==> src/rtl/ppu_fb_writer.sv <==
// PPU pixel-stream sink: packs 2bpp pixels four to a byte, queues them with their
// framebuffer address, and drains the queue through a valid/ready RAM write port.
module ppu_fb_writer #(
  parameter int FIFO_DEPTH  = 4,
  parameter bit DOUBLE_BUF  = 1'b1,
  parameter int BANK_STRIDE = 5760
) (
  input  logic        clk,
  input  logic        rst,
  input  logic [1:0]  PX_OUT,
  input  logic        PX_valid,
  input  logic [1:0]  PPU_MODE,
  output logic        FB_WR,
  output logic [13:0] FB_ADDR,
  output logic [7:0]  FB_DATA,
  input  logic        FB_READY,
  output logic        FB_BANK,
  output logic        FRAME_DONE,
  output logic        LINE_ERR,
  output logic        OVF,
  input  logic        ERR_CLR
);

  typedef enum logic [1:0] {
    H_BLANK = 2'd0,
    V_BLANK = 2'd1,
    SCAN    = 2'd2,
    DRAW    = 2'd3
  } ppu_mode_t;

  localparam int              AW       = $clog2(FIFO_DEPTH);
  localparam logic [AW:0]     CNT_FULL = (AW+1)'(FIFO_DEPTH);
  localparam logic [AW:0]     CNT_ONE  = 1;
  localparam logic [AW-1:0]   PTR_ONE  = 1;
  localparam logic [7:0]      LINE_W   = 8'd160;
  localparam logic [7:0]      LAST_Y   = 8'd143;

  ppu_mode_t   mode;
  ppu_mode_t   prev_mode;
  logic [7:0]  x;
  logic [7:0]  y;
  logic [1:0]  k;
  logic [7:0]  shift;
  logic [7:0]  shift_next;
  logic        bank;

  logic [13:0] mem_addr [FIFO_DEPTH];
  logic [7:0]  mem_data [FIFO_DEPTH];
  logic [AW-1:0] wptr;
  logic [AW-1:0] rptr;
  logic [AW:0]   count;

  logic        px_accept;
  logic        line_end;
  logic        frame_end;
  logic        push_req;
  logic        push_ok;
  logic        pop;
  logic        full;
  logic [7:0]  push_data;
  logic [13:0] push_addr;
  logic [13:0] bank_base;
  logic [13:0] row_base;

  assign mode      = ppu_mode_t'(PPU_MODE);
  assign px_accept = PX_valid && (mode == DRAW) && (x < LINE_W);
  assign line_end  = (prev_mode == DRAW) && (mode != DRAW);
  assign frame_end = (prev_mode != V_BLANK) && (mode == V_BLANK);

  always_comb begin
    shift_next = shift;
    case (k)
      2'd0:    shift_next[7:6] = PX_OUT;
      2'd1:    shift_next[5:4] = PX_OUT;
      2'd2:    shift_next[3:2] = PX_OUT;
      default: shift_next[1:0] = PX_OUT;
    endcase
  end

  // x and k advance together, so x/4 is always the group of the first pixel in the byte
  assign bank_base = bank ? 14'(BANK_STRIDE) : 14'd0;
  assign row_base  = 14'(y) * 14'd40;
  assign push_addr = bank_base + row_base + {8'd0, x[7:2]};
  assign push_data = px_accept ? shift_next : shift;
  assign push_req  = (px_accept && (k == 2'd3)) || (line_end && (k != 2'd0));

  assign full    = (count == CNT_FULL);
  assign pop     = (count != '0) && FB_READY;
  assign push_ok = push_req && (!full || pop);

  assign FB_WR      = (count != '0);
  assign FB_ADDR    = FB_WR ? mem_addr[rptr] : 14'd0;
  assign FB_DATA    = FB_WR ? mem_data[rptr] : 8'd0;
  assign FB_BANK    = bank;

  always_ff @(posedge clk) begin
    if (push_ok) begin
      mem_addr[wptr] <= push_addr;
      mem_data[wptr] <= push_data;
    end
  end

  // Line end is applied before frame end so a DRAW->V_BLANK edge leaves y at 0
  always_ff @(posedge clk) begin
    if (rst) begin
      x          <= 8'd0;
      y          <= 8'd0;
      k          <= 2'd0;
      shift      <= 8'd0;
      bank       <= 1'b0;
      prev_mode  <= V_BLANK;
      wptr       <= '0;
      rptr       <= '0;
      count      <= '0;
      FRAME_DONE <= 1'b0;
      LINE_ERR   <= 1'b0;
      OVF        <= 1'b0;
    end else begin
      prev_mode  <= mode;
      FRAME_DONE <= frame_end;

      if (px_accept) begin
        x     <= x + 8'd1;
        k     <= k + 2'd1;
        shift <= (k == 2'd3) ? 8'd0 : shift_next;
      end

      if (line_end) begin
        x     <= 8'd0;
        k     <= 2'd0;
        shift <= 8'd0;
        y     <= (y < LAST_Y) ? y + 8'd1 : y;
      end

      if (frame_end) begin
        y <= 8'd0;
        if (DOUBLE_BUF) bank <= ~bank;
      end

      if (push_ok) wptr <= wptr + PTR_ONE;
      if (pop)     rptr <= rptr + PTR_ONE;
      case ({push_ok, pop})
        2'b10:   count <= count + CNT_ONE;
        2'b01:   count <= count - CNT_ONE;
        default: count <= count;
      endcase

      if (line_end && (x != LINE_W)) LINE_ERR <= 1'b1;
      else if (ERR_CLR)              LINE_ERR <= 1'b0;

      if (push_req && !push_ok) OVF <= 1'b1;
      else if (ERR_CLR)         OVF <= 1'b0;
    end
  end

endmodule

==> config.mk <==
export PLATFORM = sky130hd
export DESIGN_NAME = ppu_fb_writer
export DESIGN_NICKNAME = d
export VERILOG_FILES = /design/src/rtl/ppu_fb_writer.sv
export SDC_FILE = /design/constraint.sdc
export NUM_CORES = 1
export LEC_CHECK = 0
export BUFFER_PORTS_ARGS = -buffer_cell sky130_fd_sc_hd__clkbuf_2
export CORE_MARGIN = 10
export CORE_UTILIZATION = 61
export DETAILED_ROUTE_END_ITERATION = 12
export PLACE_DENSITY = 0.8
export SLEW_MARGIN = 20
export SYNTH_ARGS = -nofsm -noshare
export SYNTH_HDL_FRONTEND = slang
export SYNTH_SLANG_ARGS = --single-unit
==> constraint.sdc <==
create_clock -name clk -period 4.1 [get_ports clk]
set_input_delay 0.82 -clock clk [delete_from_list [all_inputs] [get_ports clk]]
set_output_delay 0.82 -clock clk [all_outputs]
set_load 0.05 [all_outputs]
==> flow_summary.toml, run 1 <==
[routing]
drt-initial-drc-count = 203
drc_errors = 0
detail_route.wl_per_cell_um = 17.2
ant_nets = 0
detail_route.vias_per_cell = 5.53
routed_wl_um = 10900
vias = 3492
drt_first_pass_iters = 4

[clocking]
cts_setup_buffers = 0
cts-root-buf = "clkbuf_8"
hold_buffers = 0
clk_path_buf_depth = 2
clk_pin_slew_ns = 0.06
worstSkewPairLatency_ns = 0.52
cts_tree = "done"
htreeDepth = 4
cts_made_buffers = 17
cts_sinks = 129
cts_resized = 0

[synth]
synth_top_area_frac = 0.443
yosysTopAreaCell = "edfxtp_1"
synth_edf_count = 88
synth_async_sr_flop_share = 0
ys.flop_type = "edfxtp_1"
synth_area_leaders = "edfxtp_1, dfxtp_1, mux4_2, ha_1, and2_1"
synth_cell_types = 53
synthCells = 440
ys_warn_count = 0
synth.avg_cell_area_um2 = 13.6
syn_area_mm2 = 0.00597
synth-seq-area-share = 0.580
synth_nets = 483
synth-seq-cells = 129

[final_layout]
layout.nets = 529
final_util = 0.711
drive_above_1_share = 0.224
syn_to_final_growth_pct = 14.7
n_antenna_cell = 0

[power_and_ir_drop]
ir_drop_uv = 283
pwr_density_cell_mw_per_mm2 = 504
power.leakage_nw = 2.61

[sta]
layout_worst_path_cycle_share = 0.881
fmax_mhz = 277
slew_violations = 0
final.setup.tns_ns = 0
rsz0062_at_grt = "false"
skew_ns = 0.00651
setup-violations-final = 0
min_period_ns = 3.61
final-hold-violation-count = 0
worst_pin_slew_ns = 0.911
max_slew_margin = 0.393

[setup_path]
slowest_stage = "dfxtp_1"
crit_top_cell = "ha_1"
reg2reg_to = "mem_addr[1][13]$_DFFE_PP_"
critPathMaxStageDelay_ns = 0.43
critPathKind = "flop to flop"
critPathCaptureType = "flop"
worstPathRequired_ns = 4.39
rr_startpoint = "y[1]$_SDFFE_PP0P_"
r2r_cells = 14
crit_arrival_ns = 3.90
r2r_setup_slack_ns = 0.49
cp-start-kind = "flop"
path_cells = "ha_1 -> ha_1 -> fa_1 -> a21o_1 -> a21oi_1 -> o21bai_1 -> a21oi_1 -> xnor2_1 -> ha_1 -> inv_1 -> o22a_2 -> o21ai_1 -> a22oi_2 -> o311ai_2"
critPathMaxFanout = 6

[global_routing]
antenna_found_initial = 0
gr-total-overflow = 0
grtUsageTotal = 0.167
grt_max_degree = 28
grt_pass1_wl_um = 18800
grt_pass1_vias = 3760

[status]
outcome = "finished clean"

[worst_hold_path]
hold_class = "flop to flop"
min_from = "OVF$_SDFFE_PP0P_"
min_to = "OVF$_SDFFE_PP0P_"
hold_depth = 2

[die]
die-height_um = 119
die_width_um = 119
io_pins = 36
die-area_mm2 = 0.0141
core_area_mm2 = 0.00964
start_util = 0.619
num_rows = 36

[job]
maxCapViolations = 0

[placement]
portBuffers = 35
gp_congestion = 0.769
hpwlAfterDp_um = 7050
## worst max-delay path, delay by kind of cell (launching register included)
kind | cells | cell delay [ns]
buf+inv | 1 | 0.07
flops | 1 | 0.43
fa+ha+maj | 4 | 1.24
compound gates | 8 | 1.56
xor+xnor | 1 | 0.09
## how the worst max path moves through the flow
stage | slack [ns] | from | endpoint | depth (start not counted)
6_report | 0.49 | y[1]$_SDFFE_PP0P_ | mem_addr[1][13]$_DFFE_PP_ | 14
5_1_grt | 0.24 | y[1]$_SDFFE_PP0P_ | mem_addr[0][13]$_DFFE_PP_ | 14
4_1_cts | 0.49 | y[1]$_SDFFE_PP0P_ | mem_addr[1][13]$_DFFE_PP_ | 14
3_5_place_dp | 0.55 | y[1]$_SDFFE_PP0P_ | mem_addr[0][13]$_DFFE_PP_ | 14
3_3_place_gp | 0.67 | y[1]$_SDFFE_PP0P_ | mem_addr[0][13]$_DFFE_PP_ | 14
2_1_floorplan | 0.81 | y[3]$_SDFFE_PP0P_ | mem_addr[0][13]$_DFFE_PP_ | 14
## report_power, final
part | switching (mW) | internal, mW | total (mW) | leakage (nW)
Clock | 0.537 | 0.860 | 1.40 | 0.268
Sequential | 0.0136 | 1.40 | 1.41 | 1.15
Combinational | 0.457 | 0.186 | 0.644 | 1.19
## layer usage
layer	GRT usage	share of wire
met3	0.0411	0.052
met2	0.270	0.49
met1	0.206	0.45
met5	0	0
met4	0.0840	0.011
## cell usage in the layout (no fill, tap or decap), drive strengths merged, types with 4 or more instances in the layout
cell     n
mux2     8
clkinv   8
nor2    31
xnor2   19
and3     5
edfxtp  88
a21oi   22
a21o     5
xor2    13
and2    37
buf      6
nand3   10
mux2i    4
ha      31
o21ai    7
mux4    22
nand2   27
clkbuf  53
dfxtp   41
inv     19
nand2b   4
## registers in the layout (all words and copies together), names as in the netlist, 2 cells and up, named ones only
name       count
mem_addr      56
mem_data      32
shift          8
x              8
y              8
count          3
k              2
prev_mode      2
rptr           2
wptr           2
## metrics by stage
stage	instances	hold slack [ns]	worst slack, ns	cell area (um2)	power [mW]
finish	632	0.469	0.486	6850	3.46
global route	632	0.500	0.244	6850	3.59
CTS	632	0.471	0.492	6850	3.49
detailed placement	600	0.457	0.547	6290	2.09
global placement	600	0.452	0.674	6290	2.09
floorplan	440	0.455	0.810	5970	1.97
## area by class of cell
type | instances | area, um2
multi-input combinational | 279 | 2370
tap | 133 | 166
clock buffer | 18 | 418
clock inverter | 14 | 141
fill | 656 | 2790
inverter | 18 | 67.6
sequential | 129 | 3460
timing repair buffer | 41 | 220
## synthesized netlist by cell type, drive strengths merged (5+ instances only)
library cell,n
edfxtp,88
dfxtp,41
and2,37
ha,31
nor2,31
nand2,27
a21oi,22
mux4,22
xnor2,19
inv,18
xor2,13
clkbuf,10
nand3,10
mux2,8
o21ai,7
a21o,5
and3,5
## kinds of logic after synthesis
| logic type | after synthesis | synth area share |
|---|---|---|
| and+or+nand+nor | 131 | 0.114 |
| xor gates and xnor gates | 32 | 0.0482 |
| muxes | 34 | 0.107 |
| buffers and inverters | 32 | 0.0226 |
| DFF | 129 | 0.580 |
| adders and majority gates | 34 | 0.0750 |
| AOI/OAI and AO/OA | 48 | 0.0532 |
No activity file was read; power rests on OpenSTA's default activity.
==> run 2: changes to the inputs <==
--- a/config.mk
+++ b/config.mk
@@ -7,9 +7,9 @@
 export LEC_CHECK = 0
 export BUFFER_PORTS_ARGS = -buffer_cell sky130_fd_sc_hd__clkbuf_2
 export CORE_MARGIN = 10
-export CORE_UTILIZATION = 61
+export CORE_UTILIZATION = 65
 export DETAILED_ROUTE_END_ITERATION = 12
-export PLACE_DENSITY = 0.8
+export PLACE_DENSITY = 0.84
 export SLEW_MARGIN = 20
 export SYNTH_ARGS = -nofsm -noshare
 export SYNTH_HDL_FRONTEND = slang
==> constraint.sdc (replaced) <==
create_clock -name clk -period 4.2 [get_ports clk]
set_input_delay 0.84 -clock clk [delete_from_list [all_inputs] [get_ports clk]]
set_output_delay 0.84 -clock clk [all_outputs]
set_load 0.05 [all_outputs]
==> run 2 against run 1 <==
  * Non-clock buffer count unchanged
  * Maximum frequency up 1.6%
  * Global-route usage grew 2.1 points
  * Flip-flop and latch count is the same
  * Count of clock-buffer cells in the layout stayed put
  * Final cell count is 4.0% lower
  * Sequential power is essentially flat
==> flow_summary.toml, run 2 (synthesized netlist as in run 1, its figures left out) <==
[status]
outcome = "finished clean"

[final_layout]
layout_commonest_cell = "edfxtp_1"
top_regs = "mem_addr: 56 flops, mem_data: 32 flops"
final_util = 0.775
layout.nets = 529
mostFrequentLayoutCells = "edfxtp_1, dfxtp_1, and2_1"
regMostFlops = "mem_addr"
drive_above_1_share = 0.226
largest_reg_flops = 56
syn_to_final_growth_pct = 14.8
n_antenna_cell = 0
final_cell_area_mm2 = 0.00685

[setup_path]
cp-start-kind = "flop"
critPathMaxFanout = 6
critPathKind = "flop to flop"
crit_arrival_ns = 3.79
critPathCaptureType = "flop"
worstPathRequired_ns = 4.43

[clocking]
worstSkewPairLatency_ns = 0.51
clk_pin_slew_ns = 0.06
cts_tree = "done"
hold_buffers = 0
cts-root-buf = "clkbuf_8"
clk_path_buf_depth = 2
cts_resized = 0
cts_sinks = 129
cts_setup_buffers = 0
htreeDepth = 4
cts_made_buffers = 17

[routing]
routed_wl_um = 11700
ant_nets = 0
detail_route.vias_per_cell = 5.86
drc_errors = 0
vias = 3556
detail_route.wl_per_cell_um = 19.2
drt-initial-drc-count = 242
drt_first_pass_iters = 5

[global_routing]
grt_max_degree = 28
grt_pass1_wl_um = 19400
antenna_found_initial = 0
grtUsageTotal = 0.188
gr-total-overflow = 0
grt_pass1_vias = 3816

[sta]
final.setup.tns_ns = 0
fmax_mhz = 281
worst_pin_slew_ns = 0.905
skew_ns = 0.00751
setup-violations-final = 0
final-hold-violation-count = 0
slew_violations = 0
min_period_ns = 3.56
rsz0062_at_grt = "false"
max_slew_margin = 0.397
layout_worst_path_cycle_share = 0.847
setup_slack_ns = 0.643

[power_and_ir_drop]
ir_drop_uv = 344
finalPower_mw = 3.47
power.leakage_nw = 2.64
pwr_density_cell_mw_per_mm2 = 507

[placement]
post_dp_cell_area_mm2 = 0.00626
hpwlAfterDp_um = 7330
dp_slack_ns = 0.660
portBuffers = 35
gp_congestion = 0.788

[worst_hold_path]
hold_class = "flop to flop"

[die]
core_area_mm2 = 0.00885
start_util = 0.675
num_rows = 34
io_pins = 36
die-area_mm2 = 0.0134
die_width_um = 116
die-height_um = 116

[job]
maxCapViolations = 0
run 2: critical path, stage by stage, from the launching register on:
cell      delay (ns)
dfxtp_1         0.43
ha_1            0.27
ha_1            0.24
fa_1            0.43
a21o_1          0.20
a21oi_1         0.22
o21bai_1        0.09
a21oi_1         0.18
xnor2_1         0.14
ha_1            0.26
inv_1           0.09
o22a_2          0.20
o32ai_1         0.08
a22oi_1         0.25
o311ai_2        0.18
run 2: metrics by stage:
stage / cells / hold slack (ns)
6_report: 607 / 0.461
5_1_grt: 607 / 0.489
3_5_place_dp: 575 / 0.458
4_1_cts: 607 / 0.467
3_3_place_gp: 575 / 0.453
2_1_floorplan: 440 / 0.455
run 2: layer usage:
metal,vias to the layer above,GRT usage,part of all wire
li1,1691,-,-
met4,0,0.0617,0.012
met1,1752,0.230,0.42
met3,13,0.0527,0.059
met2,100,0.315,0.50
met5,-,0,0
run 2: worst paths after layout:
kind                          start                   endpoint  slack [ns]  depth (start not counted)
setup / recovery  y[1]$_SDFFE_PP0P_  mem_addr[0][13]$_DFFE_PP_        0.64                         14
hold / removal     OVF$_SDFFE_PP0P_           OVF$_SDFFE_PP0P_        0.46                          2
setup reg to reg  y[1]$_SDFFE_PP0P_  mem_addr[0][13]$_DFFE_PP_        0.64                         14
hold reg to reg    OVF$_SDFFE_PP0P_           OVF$_SDFFE_PP0P_        0.46                          2
run 2: layout make-up:
class,count,area [um2]
Clock buffer,18,418
Clock inverter,14,178
Multi-Input combinational cell,279,2370
Timing Repair Buffer,41,220
Inverter,18,67.6
Sequential cell,129,3460
Tap cell,108,135
Fill cell,506,1990
run 2: power by group:
group          internal (mW)  switching, mW  total (mW)
clock                  0.912          0.550        1.46
sequential              1.37         0.0135        1.38
combinational          0.182          0.448       0.630
total                   2.46           1.01        3.47
==> run 3: changes to the inputs <==
--- a/config.mk
+++ b/config.mk
@@ -7,9 +7,9 @@
 export LEC_CHECK = 0
 export BUFFER_PORTS_ARGS = -buffer_cell sky130_fd_sc_hd__clkbuf_2
 export CORE_MARGIN = 10
-export CORE_UTILIZATION = 65
+export CORE_UTILIZATION = 61
 export DETAILED_ROUTE_END_ITERATION = 12
-export PLACE_DENSITY = 0.84
+export PLACE_DENSITY = 0.8
 export SLEW_MARGIN = 20
 export SYNTH_ARGS = -nofsm -noshare
 export SYNTH_HDL_FRONTEND = slang
==> constraint.sdc (replaced) <==
create_clock -name clk -period 3.4 [get_ports clk]
set_input_delay 0.68 -clock clk [delete_from_list [all_inputs] [get_ports clk]]
set_output_delay 0.68 -clock clk [all_outputs]
set_load 0.05 [all_outputs]
==> run 3 against run 2 <==
  * Non-clock buffer count increased by 4
  * Sequential power rose by 24%
  * Maximum frequency is 9.7% higher
  * Combinational power increased by 24%
  * Critical endpoint is now mem_addr[3][13]$_DFFE_PP_
  * Global-route usage fell by 1.2 points
  * Die area is 5.4% higher
  * Power is 29% higher
  * Worst hold slack got worse by 0.074 ns
  * Final area up 2.6%
  * Critical path depth unchanged
  * Setup slack got worse by 0.49 ns
  * Routed wire length fell by 0.19%
==> flow_summary.toml, run 3 (synthesized netlist as in run 1, its figures left out) <==
[clocking]
worstSkewPairLatency_ns = 0.52
hold_buffers = 0
cts_tree = "done"
clk_path_buf_depth = 2
cts_setup_buffers = 0
clk_pin_slew_ns = 0.06
cts-root-buf = "clkbuf_8"
cts_sinks = 129
htreeDepth = 4
cts_made_buffers = 17

[setup_path]
critPathCaptureType = "flop"
cp-start-kind = "flop"
critPathMaxFanout = 5
worstPathRequired_ns = 3.65
critPathKind = "flop to flop"
crit_arrival_ns = 3.49

[sta]
max_slew_margin = 0.397
layout_worst_path_cycle_share = 0.954
skew_ns = 0.00813
final-hold-violation-count = 0
holdWs_ns = 0.387
rsz0062_at_grt = "false"
final.setup.tns_ns = 0
setup-violations-final = 0
worst_pin_slew_ns = 0.905
fmax_mhz = 308
slew_violations = 0
min_period_ns = 3.24

[job]
maxCapViolations = 0

[status]
outcome = "finished clean"

[die]
start_util = 0.619
num_rows = 36
die-height_um = 119
die_width_um = 119
io_pins = 36
die-area_mm2 = 0.0141
core_area_mm2 = 0.00964

[worst_hold_path]
hold_class = "primary input to flop"

[final_layout]
syn_to_final_growth_pct = 17.7
largest_reg_flops = 56
drive_above_1_share = 0.247
layout_commonest_cell = "edfxtp_1"
layout.nets = 533
mostFrequentLayoutCells = "edfxtp_1, dfxtp_1, and2_1"
regMostFlops = "mem_addr"
top_regs = "mem_addr: 56 flops, mem_data: 32 flops"
n_antenna_cell = 0

[routing]
met1_length_um = 4920
ant_nets = 0
wl_met3_um = 781
drt_first_pass_iters = 5
wl_met2_um = 5720
detail_route.vias_per_cell = 5.66
routed_wl_um = 11600
vias = 3601
routed.top_layer = "met4"
drt-initial-drc-count = 243
detail_route.wl_per_cell_um = 18.3
drc_errors = 0

[power_and_ir_drop]
pwr_density_cell_mw_per_mm2 = 637
power.leakage_nw = 2.67
ir_drop_uv = 468

[global_routing]
antenna_found_initial = 0
grt_pass1_wl_um = 19700
gr-total-overflow = 0
grt_pass1_vias = 3952
grt_max_degree = 28
grtUsageTotal = 0.175

[placement]
gp_congestion = 0.760
hpwlAfterDp_um = 7400
portBuffers = 35
run 3: routing by layer:
metal	vias to the layer above	GRT usage
met4	0	0.0634
met1	1758	0.197
met5	-	0
met3	22	0.0661
li1	1706	-
met2	115	0.300
run 3: area by class of cell:
class	count	area (um2)
sequential	129	3460
fill	638	2610
multi-input combinational	279	2420
clock buffer	19	422
timing repair buffer	45	250
clock inverter	13	234
tap	133	166
inverter	18	67.6
run 3: power by group:
part | internal, mW | total, mW | leakage [nW] | switching, mW
clock network | 1.34 | 2.00 | 0.309 | 0.656
registers | 1.69 | 1.71 | 1.15 | 0.0169
logic | 0.226 | 0.779 | 1.21 | 0.553
run 3: path summary, 6_finish.rpt:
| check | from | endpoint | slack (ns) | depth (start not counted) |
|---|---|---|---|---|
| worst max-delay path | y[0]$_SDFFE_PP0P_ | mem_addr[3][13]$_DFFE_PP_ | 0.16 | 14 |
| worst min-delay path | PPU_MODE[0] | prev_mode[0]$_SDFF_PP1_ | 0.39 | 2 |
| worst max register to register | y[0]$_SDFFE_PP0P_ | mem_addr[3][13]$_DFFE_PP_ | 0.16 | 14 |
| worst min register to register | OVF$_SDFFE_PP0P_ | OVF$_SDFFE_PP0P_ | 0.47 | 2 |
run 3: through the flow:
stage                     power [mW]  worst slack, ns  instance area [um2]   util  cells
after CTS                       4.51          0.00514                 6990  0.725    636
after global routing            4.65           0.0146                 7030  0.729    636
after detailed placement        2.53          -0.0320                 6320  0.656    604
final                           4.48            0.157                 7030  0.729    636
after floorplan                 2.37            0.110                 5970      -    440
after global placement          2.52           0.0992                 6320  0.656    604
run 3: critical path, stage by stage, from the launching register on:
cell and delay, ns:
dfxtp_1 0.37, ha_1 0.24, ha_4 0.18, fa_2 0.33, a21o_1 0.19, a21oi_2 0.15
o21bai_1 0.09, a21oi_2 0.16, xnor2_1 0.08, ha_1 0.31, nand4_1 0.09, o22a_2 0.26
a21o_1 0.17, a22oi_2 0.22, o311ai_4 0.12
run 3: what timing repair did:
item,in CTS,in global routing
endpoints found under the hold margin,0,0
gates resized for setup,2,9
endpoints found under the setup margin,4,4
pin swaps,2,7
